[config.mk]
export PLATFORM = sky130hd
export DESIGN_NAME = sram_arb
export DESIGN_NICKNAME = d
export VERILOG_FILES = /design/src/rtl/sram_arb.sv
export SDC_FILE = /design/constraint.sdc
export NUM_CORES = 1
export LEC_CHECK = 0
export BUFFER_PORTS_ARGS = -buffer_cell sky130_fd_sc_hd__buf_4
export CORE_MARGIN = 2
export CORE_UTILIZATION = 46
export CTS_CLUSTER_SIZE = 40
export DETAILED_ROUTE_END_ITERATION = 10
export PLACE_DENSITY = 0.77
export RECOVER_POWER = 25
export SLEW_MARGIN = 20
export SYNTH_ARGS = -nofsm -noshare
export SYNTH_HDL_FRONTEND = slang
export SYNTH_SLANG_ARGS = --single-unit
[constraint.sdc]
create_clock -name clk -period 6.2 [get_ports clk]
set_input_delay 0.62 -clock clk [delete_from_list [all_inputs] [get_ports clk]]
set_output_delay 0.62 -clock clk [all_outputs]
set_load 0.05 [all_outputs]
[src/rtl/sram_arb.sv]
// Two-port (instruction/data) arbiter onto one single-ported SRAM; data wins ties, read data returns two cycles after grant.
// Optional anti-starvation for the instruction port is compiled in with macro SRAM_ARB_STARVE_EN.
module sram_arb #(
  parameter int AW         = 14,
  parameter int STARVE_MAX = 4
) (
  input  logic          clk,
  input  logic          rstn,
  input  logic          i_req,
  input  logic [AW-1:0] i_addr,
  output logic          i_gnt,
  output logic          i_rvld,
  output logic [31:0]   i_rdata,
  input  logic          d_req,
  input  logic [AW-1:0] d_addr,
  input  logic [3:0]    d_we,
  input  logic [31:0]   d_wdata,
  output logic          d_gnt,
  output logic          d_rvld,
  output logic [31:0]   d_rdata,
  output logic [AW-1:0] sram_a,
  output logic          sram_e,
  output logic [3:0]    sram_we,
  output logic [31:0]   sram_wd,
  input  logic [31:0]   sram_rd
);

  logic          w_i_gnt;
  logic          w_d_gnt;
  logic          w_force_i;
  logic [AW-1:0] r_sram_a;
  logic          r_sram_e;
  logic [3:0]    r_sram_we;
  logic [31:0]   r_sram_wd;
  logic          r_pend;
  logic          r_own;
  logic          r_i_rvld;
  logic          r_d_rvld;
  logic [31:0]   r_i_rdata;
  logic [31:0]   r_d_rdata;

`ifdef SRAM_ARB_STARVE_EN
  localparam int CW = (STARVE_MAX < 1) ? 1 : $clog2(STARVE_MAX + 1);
  logic [CW-1:0] r_starve_cnt;

  assign w_force_i = i_req && (r_starve_cnt == CW'(STARVE_MAX));

  // Counts consecutive denied instruction cycles; never exceeds STARVE_MAX since that value forces a grant.
  always_ff @(posedge clk or posedge rstn) begin
    if (rstn)                   r_starve_cnt <= '0;
    else if (!i_req || w_i_gnt) r_starve_cnt <= '0;
    else                        r_starve_cnt <= r_starve_cnt + 1'b1;
  end
`else
  assign w_force_i = 1'b0;
`endif

  always_comb begin
    w_i_gnt = 1'b0;
    w_d_gnt = 1'b0;
    if (!rstn) begin
      if (w_force_i)  w_i_gnt = 1'b1;
      else if (d_req) w_d_gnt = 1'b1;
      else if (i_req) w_i_gnt = 1'b1;
    end
  end

  always_ff @(posedge clk or posedge rstn) begin
    if (rstn) begin
      r_sram_a  <= '0;
      r_sram_e  <= 1'b0;
      r_sram_we <= 4'b0;
      r_sram_wd <= '0;
      r_pend    <= 1'b0;
      r_own     <= 1'b0;
      r_i_rvld  <= 1'b0;
      r_d_rvld  <= 1'b0;
      r_i_rdata <= '0;
      r_d_rdata <= '0;
    end else begin
      r_sram_e  <= w_i_gnt | w_d_gnt;
      r_sram_we <= w_d_gnt ? d_we : 4'b0;
      if (w_d_gnt) begin
        r_sram_a  <= d_addr;
        r_sram_wd <= d_wdata;
      end else if (w_i_gnt) begin
        r_sram_a  <= i_addr;
      end
      // pend/own track the access in the SRAM cycle; rvld fires in the cycle sram_rd is valid.
      r_pend   <= w_i_gnt | (w_d_gnt && (d_we == 4'b0));
      r_own    <= w_d_gnt;
      r_i_rvld <= r_pend && !r_own;
      r_d_rvld <= r_pend && r_own;
      if (r_i_rvld) r_i_rdata <= sram_rd;
      if (r_d_rvld) r_d_rdata <= sram_rd;
    end
  end

  assign i_gnt   = w_i_gnt;
  assign d_gnt   = w_d_gnt;
  assign sram_a  = r_sram_a;
  assign sram_e  = r_sram_e;
  assign sram_we = r_sram_we;
  assign sram_wd = r_sram_wd;
  assign i_rvld  = r_i_rvld;
  assign d_rvld  = r_d_rvld;
  // Live data passes straight through; otherwise the last returned word is held.
  assign i_rdata = r_i_rvld ? sram_rd : r_i_rdata;
  assign d_rdata = r_d_rvld ? sram_rd : r_d_rdata;

endmodule

Word-level counts from Yosys, hierarchy flattened
Cells that the tools add are included.
- register bits after elaboration: 119
- bits of input ports: 100
- output and inout port bits: 119
- logic and storage cells: 28
- mux-type cells: 10
- bitwise operators: 2
- reduce and logical (&&, ||, !) cells: 6
- operator list (cell ; count):
    $mux W32 ; 2
    $mux W14 ; 2
    $mux W1 ; 5
    $logic_not A4 Y1 ; 1
    $mux W4 ; 1
    $logic_and A1 B1 Y1 ; 3
    $or A1 B1 Y1 ; 2
    $reduce_bool A2 Y1 ; 1
    $logic_not A1 Y1 ; 1

Depth between registers and ports, before layout
Gate-level depths: netlist of the first run.
- depth after elaboration: 5
- mapped depth: 6
- depth with buffers taken out: 4

Worst setup path before layout of the first run
OpenSTA, ideal clock, no wires.
- path kind: input port to flip-flop
- start point: input rstn
- end point: register r_sram_a[0] (netlist: sram_a[0])
- library setup time: 0.088 ns
- arrival time: 4.896 ns
- data required time: 6.112 ns
- path slack: 1.216 ns
- cell stages on the path: 4
- buffers on the path: 1
- cell sequence: inv_2 > clkbuf_1 > o22ai_1 > nor2_1
- longest elaborated chain between the ends: 2
- elaborated cells between the ends (all ways): 4
- those cells by class: 3 x mux; 1 x reduce/logical
- ends and longest elaborated chain (element ; RTL line ; RTL):
    from (decl) ; 8 ; input logic rstn,
    $mux W1 ; 61 ; if (!rstn) begin
    $mux W14 or $reduce_bool A2 Y1 (tied branches) ; - ;
    to (signal assigned) ; 84 ; r_sram_a <= d_addr;
    to (signal assigned) ; 87 ; r_sram_a <= i_addr;
    to (decl) ; 31 ; logic [AW-1:0] r_sram_a;
Several ways; a longest one is shown, not always the timed one.
A chain may end at the register's enable or synchronous reset.

Final worst setup path of the first run
- start point: input rstn
- end point: register r_sram_a[7] (netlist: sram_a[7])
The elaborated chain is that of the path after synthesis.

==> impl_metrics.tcl, run 1 <==
set metrics [dict create \
    setup_viol 0 \
    synth_top_cell_area_share_pct 65.5 \
    antenna_found_initial 0 \
    hold_class "in -> reg" \
    p_leak_nw 3.45 \
    die_area_um2 10700 \
    dieWidth_um 103 \
    endpoint "sram_a[7]$_DFFE_PP0P_" \
    final.min_clock_period_ns 3.76 \
    drt_iter0_markers 69 \
    drv_cap 1 \
    h-tree-depth 4 \
    start_kind "input port" \
    p_sw_mw 1.12 \
    arrival_ns 4.13 \
    viasPerCell 4.97 \
    ys_seq_area_share_pct 65.5 \
    cts_sinks 119 \
    cts-buffers-inserted 17 \
    r2r_cells 2 \
    cts_resized 0 \
    grt_setup_unrepaired "false" \
    power_density_nw_per_um2 434 \
    violations "max-capacitance violations, max-slew violations" \
    overflow 0 \
    fp-row-count 36 \
    synth.most_common_cell "dfrtp_1" \
    finalWeightedCongestion 0.788 \
    area_growth_pct 50.8 \
    yosysWarnings 0 \
    r2r-end "r_d_rdata[3]$_DFF_PP0_" \
    synth_async_sr_flop_share_pct 100 \
    fin_worst_skew_ns 0.00484 \
    syn-cell-area_um2 4540 \
    drive_above_1_share_pct 43.5 \
    yosysUniqueCellTypes 16 \
    p_int_mw 1.86 \
    port-buffer-count 218 \
    ys.flop_type "dfrtp_1" \
    grt_max_degree 78 \
    slew_viol_final 78 \
    track_usage_pct 21.9 \
    pwr-share-seq_pct 32.7 \
    netlist_instances 359 \
    path_max_fanout 77 \
    synth_edf_count 0 \
    layout.nets 676 \
    netlist_top_cells_area "dfrtp_1 (66%), mux2_1 (16%), nand2_1 (7.9%)" \
    slew_headroom_pct -110 \
    ys_ff_latch 119 \
    cts_root_buf "clkbuf_8" \
    die_y_um 103 \
    antenna-diode-count 0 \
    synth_area_per_cell_um2 12.7 \
    wl_um 11800 \
    syn_nets 459 \
    clk_pin_slew_worst_paths_ns 0.06 \
    firstDrtPassIters 4 \
    pwr-share-clk_pct 33.5 \
    stdcell_count 722 \
    cts_tree "yes" \
    grt_pass1_vias 3638 \
    io_pins 219 \
    worst_pin_slew_ns 3.13 \
    finalPower_mw 2.97 \
    tns_ns 0 \
    status "finished, violations left" \
    cts_hold_buf 0 \
    clkLatencyLatePin_ns 0.51 \
    dp.cells 690 \
    r2r-start "d_rvld$_DFF_PP0_" \
    ir_drop_uv 191 \
    hold_violations 0 \
    startpoint "rstn" \
    cts.path.max_buffers 2 \
    final_antenna_net_count 0 \
    wire_per_inst_um 16.3 \
    cp.required_ns 6.57 \
    fmax_ghz 0.266 \
    fin_crit_sh_pct 60.6 \
    drc 0 \
    pwr-share-comb_pct 33.8 \
    sw_frac_of_total_pct 37.6 \
    ys_top_cells_by_count "dfrtp_1 (119), nand2_1 (96), mux2_1 (64)" \
    vias 3590 \
    core_area_um2 9680 \
    endpoint_kind "flop" \
    grt_first_pass_wirelength_um 17600 \
    place_hpwl_um 8190 \
    cts_setup_buffers 0 \
    ff2ff_setup_slack_ns 4.48 \
    synth_top_area_cell "dfrtp_1" \
    worst-setup-path-type "in -> reg" \
    initial_utilization_pct 46.9 \
]
==> worst min path at each step <==
stage	slack, ns	end	start	cells after the start
finish	0.29	sram_wd[16]$_DFFE_PP0P_	d_wdata[16]	3
global route	0.28	sram_wd[11]$_DFFE_PP0P_	d_wdata[11]	3
CTS	0.27	sram_wd[16]$_DFFE_PP0P_	d_wdata[16]	3
detailed placement	0.41	i_rvld$_DFF_PP0_	r_own$_DFF_PP0_	1
global placement	0.40	i_rvld$_DFF_PP0_	r_own$_DFF_PP0_	1
floorplan	0.39	i_rvld$_DFF_PP0_	r_own$_DFF_PP0_	1
==> routing by layer <==
metal,global-route usage (%),wire (µm),up-vias
met4,10.7,284,0
met1,25.4,4480,1737
met3,8.74,1120,25
met5,0,0,-
met2,35.3,5870,175
li1,-,-,1653
==> area by class of cell <==
class | count | area (µm²)
Clock buffer | 19 | 442
Clock inverter | 13 | 169
Fill cell | 707 | 2830
Inverter | 2 | 8.76
Multi-Input combinational cell | 215 | 1430
Sequential cell | 119 | 2980
Tap cell | 133 | 166
Timing Repair Buffer | 221 | 1660
==> critical path: stages <==
cell	delay (ns)
clkbuf_1	0.12
clkinvlp_2	2.35
o22ai_1	0.92
nor2_1	0.09
==> power groups by stage <==
stage | Sequential, mW | Combinational, mW | Clock [mW]
floorplan | 1.12 | 0.545 | 0
global placement | 0.975 | 0.996 | 0
detailed placement | 0.983 | 1.01 | 0
CTS | 0.973 | 1.01 | 1.02
global route | 0.987 | 1.06 | 1.05
finish | 0.973 | 1.00 | 0.996
==> flip-flops by register name, indices dropped and copies added (netlist names), 4 cells and up <==
register and flops:
r_d_rdata 32, r_i_rdata 32, sram_a 14, sram_wd 32, sram_we 4
==> layout by cell type (no fill, tap or decap), types with 2 or more instances in the layout <==
cell type   count
o32ai_1        13
and2_1          4
clkinvlp_4      4
bufinv_16       3
clkbuf_16      16
mux2_1         64
and2_0          2
clkinv_4        2
clkbuf_8        3
o22ai_1        15
nor2_1         15
dfrtp_1       119
nand2_1        96
inv_6           3
buf_4         220
==> stage by stage <==
stage                     area, µm²  utilization (%)  setup slack [ns]  hold slack (ns)
after floorplan                4540                -             0.693            0.395
final                          6850             70.8              2.44            0.293
after global placement         6250             64.5              3.17            0.398
after detailed placement       6250             64.5              3.12            0.407
after global routing           6850             70.8              1.63            0.278
after CTS                      6860             70.8              3.15            0.268
==> kinds of logic after synthesis <==
family,synth area share (%)
simple gates,10.7
flops,65.5
compound gates,4.93
mux,15.9
buf+inv,2.95
(Power assumes the default switching activity.)
==> run 2: changes to the inputs <==
- clock period: 6.2 -> 3.9 ns (I/O delays scaled with it)
==> run 2 against run 1 <==
The run still ends with max-capacitance violations, max-slew violations left. First-iteration DRC count grew 51%. Routed wire length shrank 0.82%. Register-to-register slack got worse by 1.9 ns. Clock power grew 71%. Critical path depth is 1 higher. Final area rose by 0.89%. Power up 63%. Non-clock buffer count is 2 higher. Clock skew grew 0.0013 ns. Critical path type unchanged. Critical endpoint is now sram_a[2]$_DFFE_PP0P_. Largest cell class unchanged.
==> impl_metrics.tcl, run 2 (same netlist as run 1, synthesis figures left out) <==
set metrics [dict create \
    firstDrtPassIters 4 \
    die_y_um 103 \
    grt_max_degree 68 \
    grt_first_pass_wirelength_um 18100 \
    ff2ff_setup_slack_ns 2.61 \
    worst-path-buf-inv 2 \
    final_cell_mix "buf_4 (221), dfrtp_1 (119), nand2_1 (96)" \
    p_int_mw 3.08 \
    drc 0 \
    ir_drop_uv 308 \
    cts.path.max_buffers 2 \
    cp.required_ns 4.31 \
    hold_violations 0 \
    io_pins 219 \
    worst_pin_slew_ns 2.15 \
    fin_worst_skew_ns 0.00615 \
    cts_tree "yes" \
    slowest_stage "clkbuf_1" \
    antenna-diode-count 0 \
    setup_viol 0 \
    cts-buffers-inserted 17 \
    start_kind "input port" \
    stdcell_count 724 \
    placedInstanceArea_um2 6260 \
    final_antenna_net_count 0 \
    clkLatencyLatePin_ns 0.49 \
    initial_utilization_pct 46.9 \
    dp.cells 692 \
    final_area_um2 6910 \
    slowest_delay_ns 1.53 \
    arrival_ns 2.67 \
    core_area_um2 9680 \
    r2r_cells 2 \
    status "finished, violations left" \
    p_sw_mw 1.76 \
    dieWidth_um 103 \
    viasPerCell 4.94 \
    antenna_found_initial 0 \
    place_hpwl_um 8230 \
    finalWeightedCongestion 0.843 \
    r2r-end "r_d_rdata[19]$_DFF_PP0_" \
    final_util_pct 71.4 \
    pwr-share-clk_pct 35.1 \
    overflow 0 \
    startpoint "rstn" \
    layout.nets 678 \
    fin_crit_sh_pct 58.0 \
    drv_cap 1 \
    power_density_nw_per_um2 700 \
    slew_viol_final 48 \
    cts_hold_buf 0 \
    drive_above_1_share_pct 43.3 \
    die_area_um2 10700 \
    pwr-share-seq_pct 31.8 \
    track_usage_pct 22.1 \
    r2r-start "d_rvld$_DFF_PP0_" \
    fmax_ghz 0.442 \
    hold_class "in -> async" \
    wl_um 11700 \
    sw_frac_of_total_pct 36.4 \
    vias 3573 \
    fp-row-count 36 \
    cts_sinks 119 \
    endpoint "sram_a[2]$_DFFE_PP0P_" \
    final_common_cell "buf_4" \
    h-tree-depth 4 \
    grt_pass1_vias 3651 \
    cpMostUsedCell "clkbuf_1" \
    cts_resized 0 \
    path_depth 5 \
    pwr-share-comb_pct 33.1 \
    port-buffer-count 218 \
    final.min_clock_period_ns 2.26 \
    area_growth_pct 52.2 \
    tns_ns 0 \
    clk_pin_slew_worst_paths_ns 0.06 \
    path_max_fanout 47 \
    cts_setup_buffers 0 \
    wire_per_inst_um 16.1 \
    grt_setup_unrepaired "false" \
    endpoint_kind "flop" \
    worst-setup-path-type "in -> reg" \
    violations "max-capacitance violations, max-slew violations" \
    p_leak_nw 3.49 \
    cp_cell_sequence "clkbuf_1 > nand2b_2 > clkbuf_1 > o22ai_1 > nor2_1" \
    drt_iter0_markers 104 \
    hold_ws_ns 0.0660 \
    slew_headroom_pct -43.2 \
    cts_root_buf "clkbuf_8" \
    worst_path_dominant_cell_family "buffers and inverters" \
]
[run 2: power groups by stage]
stage / registers [mW] / logic [mW] / clock network (mW)
5_1_grt: 1.56 / 1.68 / 1.79
3_5_place_dp: 1.56 / 1.62 / 0
3_3_place_gp: 1.54 / 1.59 / 0
2_1_floorplan: 1.77 / 0.866 / 0
6_report: 1.54 / 1.60 / 1.70
4_1_cts: 1.54 / 1.62 / 1.74
[run 2: per-stage QoR]
stage	total power, mW	setup slack, ns
5_1_grt	5.04	1.40
3_3_place_gp	3.14	2.06
6_report	4.84	1.64
3_5_place_dp	3.17	2.02
4_1_cts	4.90	1.61
2_1_floorplan	2.64	1.23
[run 2: worst reg2reg max path, delay by kind of cell (launching register included)]
kind | cells | cell delay, ns
mux | 1 | 0.42
flops | 1 | 0.32
buf+inv | 1 | 0.42
[run 2: area by class of cell]
| cell class | instances | area [µm²] |
|---|---|---|
| well taps | 133 | 166 |
| fillers | 685 | 2770 |
| inverters | 2 | 10.0 |
| clock buffers | 19 | 442 |
| clock inverters | 13 | 218 |
| multi-input cells | 215 | 1430 |
| repair buffers | 223 | 1670 |
| flip-flops and latches | 119 | 2980 |
[run 2: how the worst min path moves through the flow]
stage / slack (ns) / depth (start not counted) / endpoint / startpoint
6_report: 0.07 / 2 / sram_wd[29]$_DFFE_PP0P_ / rstn
5_1_grt: 0.06 / 3 / sram_wd[25]$_DFFE_PP0P_ / d_wdata[25]
4_1_cts: 0.05 / 2 / r_d_rdata[4]$_DFF_PP0_ / rstn
3_5_place_dp: 0.41 / 1 / i_rvld$_DFF_PP0_ / r_own$_DFF_PP0_
3_3_place_gp: 0.40 / 1 / i_rvld$_DFF_PP0_ / r_own$_DFF_PP0_
2_1_floorplan: 0.39 / 1 / i_rvld$_DFF_PP0_ / r_own$_DFF_PP0_
[run 2: per-layer routing]
| metal | track usage (%) | share of wire (%) |
|---|---|---|
| met1 | 26.6 | 40 |
| met2 | 36.0 | 49 |
| met3 | 8.06 | 8.5 |
| met4 | 9.01 | 2.3 |
| met5 | 0 | 0 |
==> run 3: changes to the inputs <==
- clock period: 3.9 -> 2.1 ns (I/O delays scaled with it)
==> run 3 against run 2 <==
The flow now finishes without violations. Power up 87%. Global-route usage increased by 5.5 points. First-iteration DRC count up 43%. Critical path depth fell by 2. Non-clock buffer count grew 101. Routed wire length grew 25%. Combinational power up 100%. Critical path type is now reg -> out. Highest routed layer unchanged.
==> impl_metrics.tcl, run 3 (same netlist as run 1, synthesis figures left out) <==
set metrics [dict create \
    h-tree-depth 4 \
    cts-buffers-inserted 17 \
    cts_setup_buffers 0 \
    port-buffer-count 218 \
    dieWidth_um 103 \
    pwr-share-clk_pct 32.9 \
    hold_class "in -> reg" \
    wl_met1_um 5290 \
    r2r_cells 3 \
    r2r-end "sram_a[5]$_DFFE_PP0P_" \
    grt_first_pass_wirelength_um 22000 \
    grt_pass1_vias 4448 \
    cts_root_buf "clkbuf_8" \
    arrival_ns 1.76 \
    initial_utilization_pct 46.9 \
    cts_sinks 119 \
    dp_slack_ns 0.673 \
    path_max_fanout 22 \
    die_y_um 103 \
    track_usage_pct 27.5 \
    hold_path_depth 3 \
    final_common_cell "buf_4" \
    cts.path.max_buffers 2 \
    die_area_um2 10700 \
    grt_setup_unrepaired "false" \
    final_antenna_net_count 0 \
    pwr-share-comb_pct 35.4 \
    firstDrtPassIters 4 \
    p_sw_mw 3.32 \
    io_pins 219 \
    finalWeightedCongestion 0.717 \
    startpoint "i_rvld$_DFF_PP0_" \
    area_growth_pct 73.3 \
    sw_frac_of_total_pct 36.5 \
    setup_viol 0 \
    ir_drop_uv 535 \
    drc 0 \
    worst-setup-path-type "reg -> out" \
    clkLatencyLatePin_ns 0.51 \
    grt_max_degree 65 \
    r2r-start "sram_a[5]$_DFFE_PP0P_" \
    ff2ff_setup_slack_ns 0.71 \
    overflow 0 \
    viasPerCell 5.10 \
    start_kind "flop" \
    wl_um 14600 \
    drv_cap 0 \
    vias 4199 \
    layout.nets 779 \
    fin_worst_skew_ns 0.00421 \
    slew_viol_final 0 \
    final_cell_mix "buf_4 (226), dfrtp_1 (119), nand2_1 (96), dlygate4sd3_1 (96), mux2_1 (64)" \
    fp-row-count 36 \
    pwr-share-seq_pct 31.7 \
    slew_headroom_pct 43.8 \
    final.min_clock_period_ns 1.97 \
    fin_crit_sh_pct 93.9 \
    wire_per_inst_um 17.7 \
    register_area_um2 2980 \
    drive_above_1_share_pct 37.5 \
    antenna_found_initial 0 \
    multi_input_area_um2 1440 \
    tns_ns 0 \
    fin_ws_ns 0.129 \
    endpoint_kind "primary output" \
    power_density_nw_per_um2 1150 \
    routed.top_layer "met4" \
    route.met3.wl_um 1320 \
    place_hpwl_um 8500 \
    min-delay-start "i_addr[0]" \
    p_leak_nw 3.89 \
    cts_tree "yes" \
    cp.required_ns 1.89 \
    hold_end "sram_a[0]$_DFFE_PP0P_" \
    core_area_um2 9680 \
    route.met2.wl_um 7550 \
    clk_pin_slew_worst_paths_ns 0.06 \
    fillers 503 \
    antenna-diode-count 0 \
    status "finished clean" \
    drt_iter0_markers 149 \
    hold_violations 0 \
    p_int_mw 5.76 \
    worst_pin_slew_ns 0.843 \
    fmax_ghz 0.507 \
]
[run 3: changes by cell type in the layout (fill, tap and decap cells not counted), moves of 2 or more]
| cell | change |
|---|---|
| clkbuf_1 | +2 |
| inv_6 | -3 |
| clkinv_2 | +2 |
| buf_4 | +5 |
| dlygate4sd3_1 | +96 |
| clkinv_4 | -3 |
[run 3: worst max path at each step]
stage / end
floorplan: r_d_rdata[10]$_DFF_PP0_
global placement: i_rdata[24]
detailed placement: i_rdata[9]
CTS: i_rdata[23]
global route: i_rdata[1]
finish: i_rdata[1]
[run 3: timing repair]
action                                 CTS  global route
setup endpoints to repair                0             6
hold buffers                            96             0
gates resized for setup                  0             1
endpoints found under the hold margin  134             0
[run 3: routing by layer]
layer / global-route usage, % / up-vias
met4: 13.5 / 0
met1: 31.2 / 2053
met2: 46.9 / 254
met5: 0 / -
li1: - / 1853
met3: 8.87 / 39
[run 3: cell type report]
class / instances / share of cell area (%)
Sequential cell: 119 / 37.8
Timing Repair Buffer: 324 / 33.9
Multi-Input combinational cell: 215 / 18.2
Clock buffer: 23 / 5.93
Tap cell: 133 / 2.11
Clock inverter: 8 / 1.84
Inverter: 2 / 0.127
[run 3: critical path: stages, from the launching register on]
cell and delay [ns]:
dfrtp_1 0.34, buf_4 0.30, mux2_1 0.40, buf_4 0.21
[run 3: metrics by stage]
stage,power (mW),util (%),hold slack (ns),instances,instance area (µm²)
2_1_floorplan,4.90,-,0.315,359,4550
3_3_place_gp,5.83,65.2,0.243,697,6310
3_5_place_dp,5.90,65.2,0.251,697,6310
4_1_cts,9.07,81.4,0.000282,824,7890
5_1_grt,9.41,81.3,0.0274,824,7870
6_report,9.08,81.3,0.0214,824,7870
[run 3: power by group through the flow]
stage	combinational (mW)	clock (mW)	sequential, mW
after floorplan	1.61	0	3.29
after global placement	2.95	0	2.88
after detailed placement	3.01	0	2.90
after CTS	3.19	3.02	2.86
after global routing	3.36	3.14	2.91
final	3.21	2.99	2.88
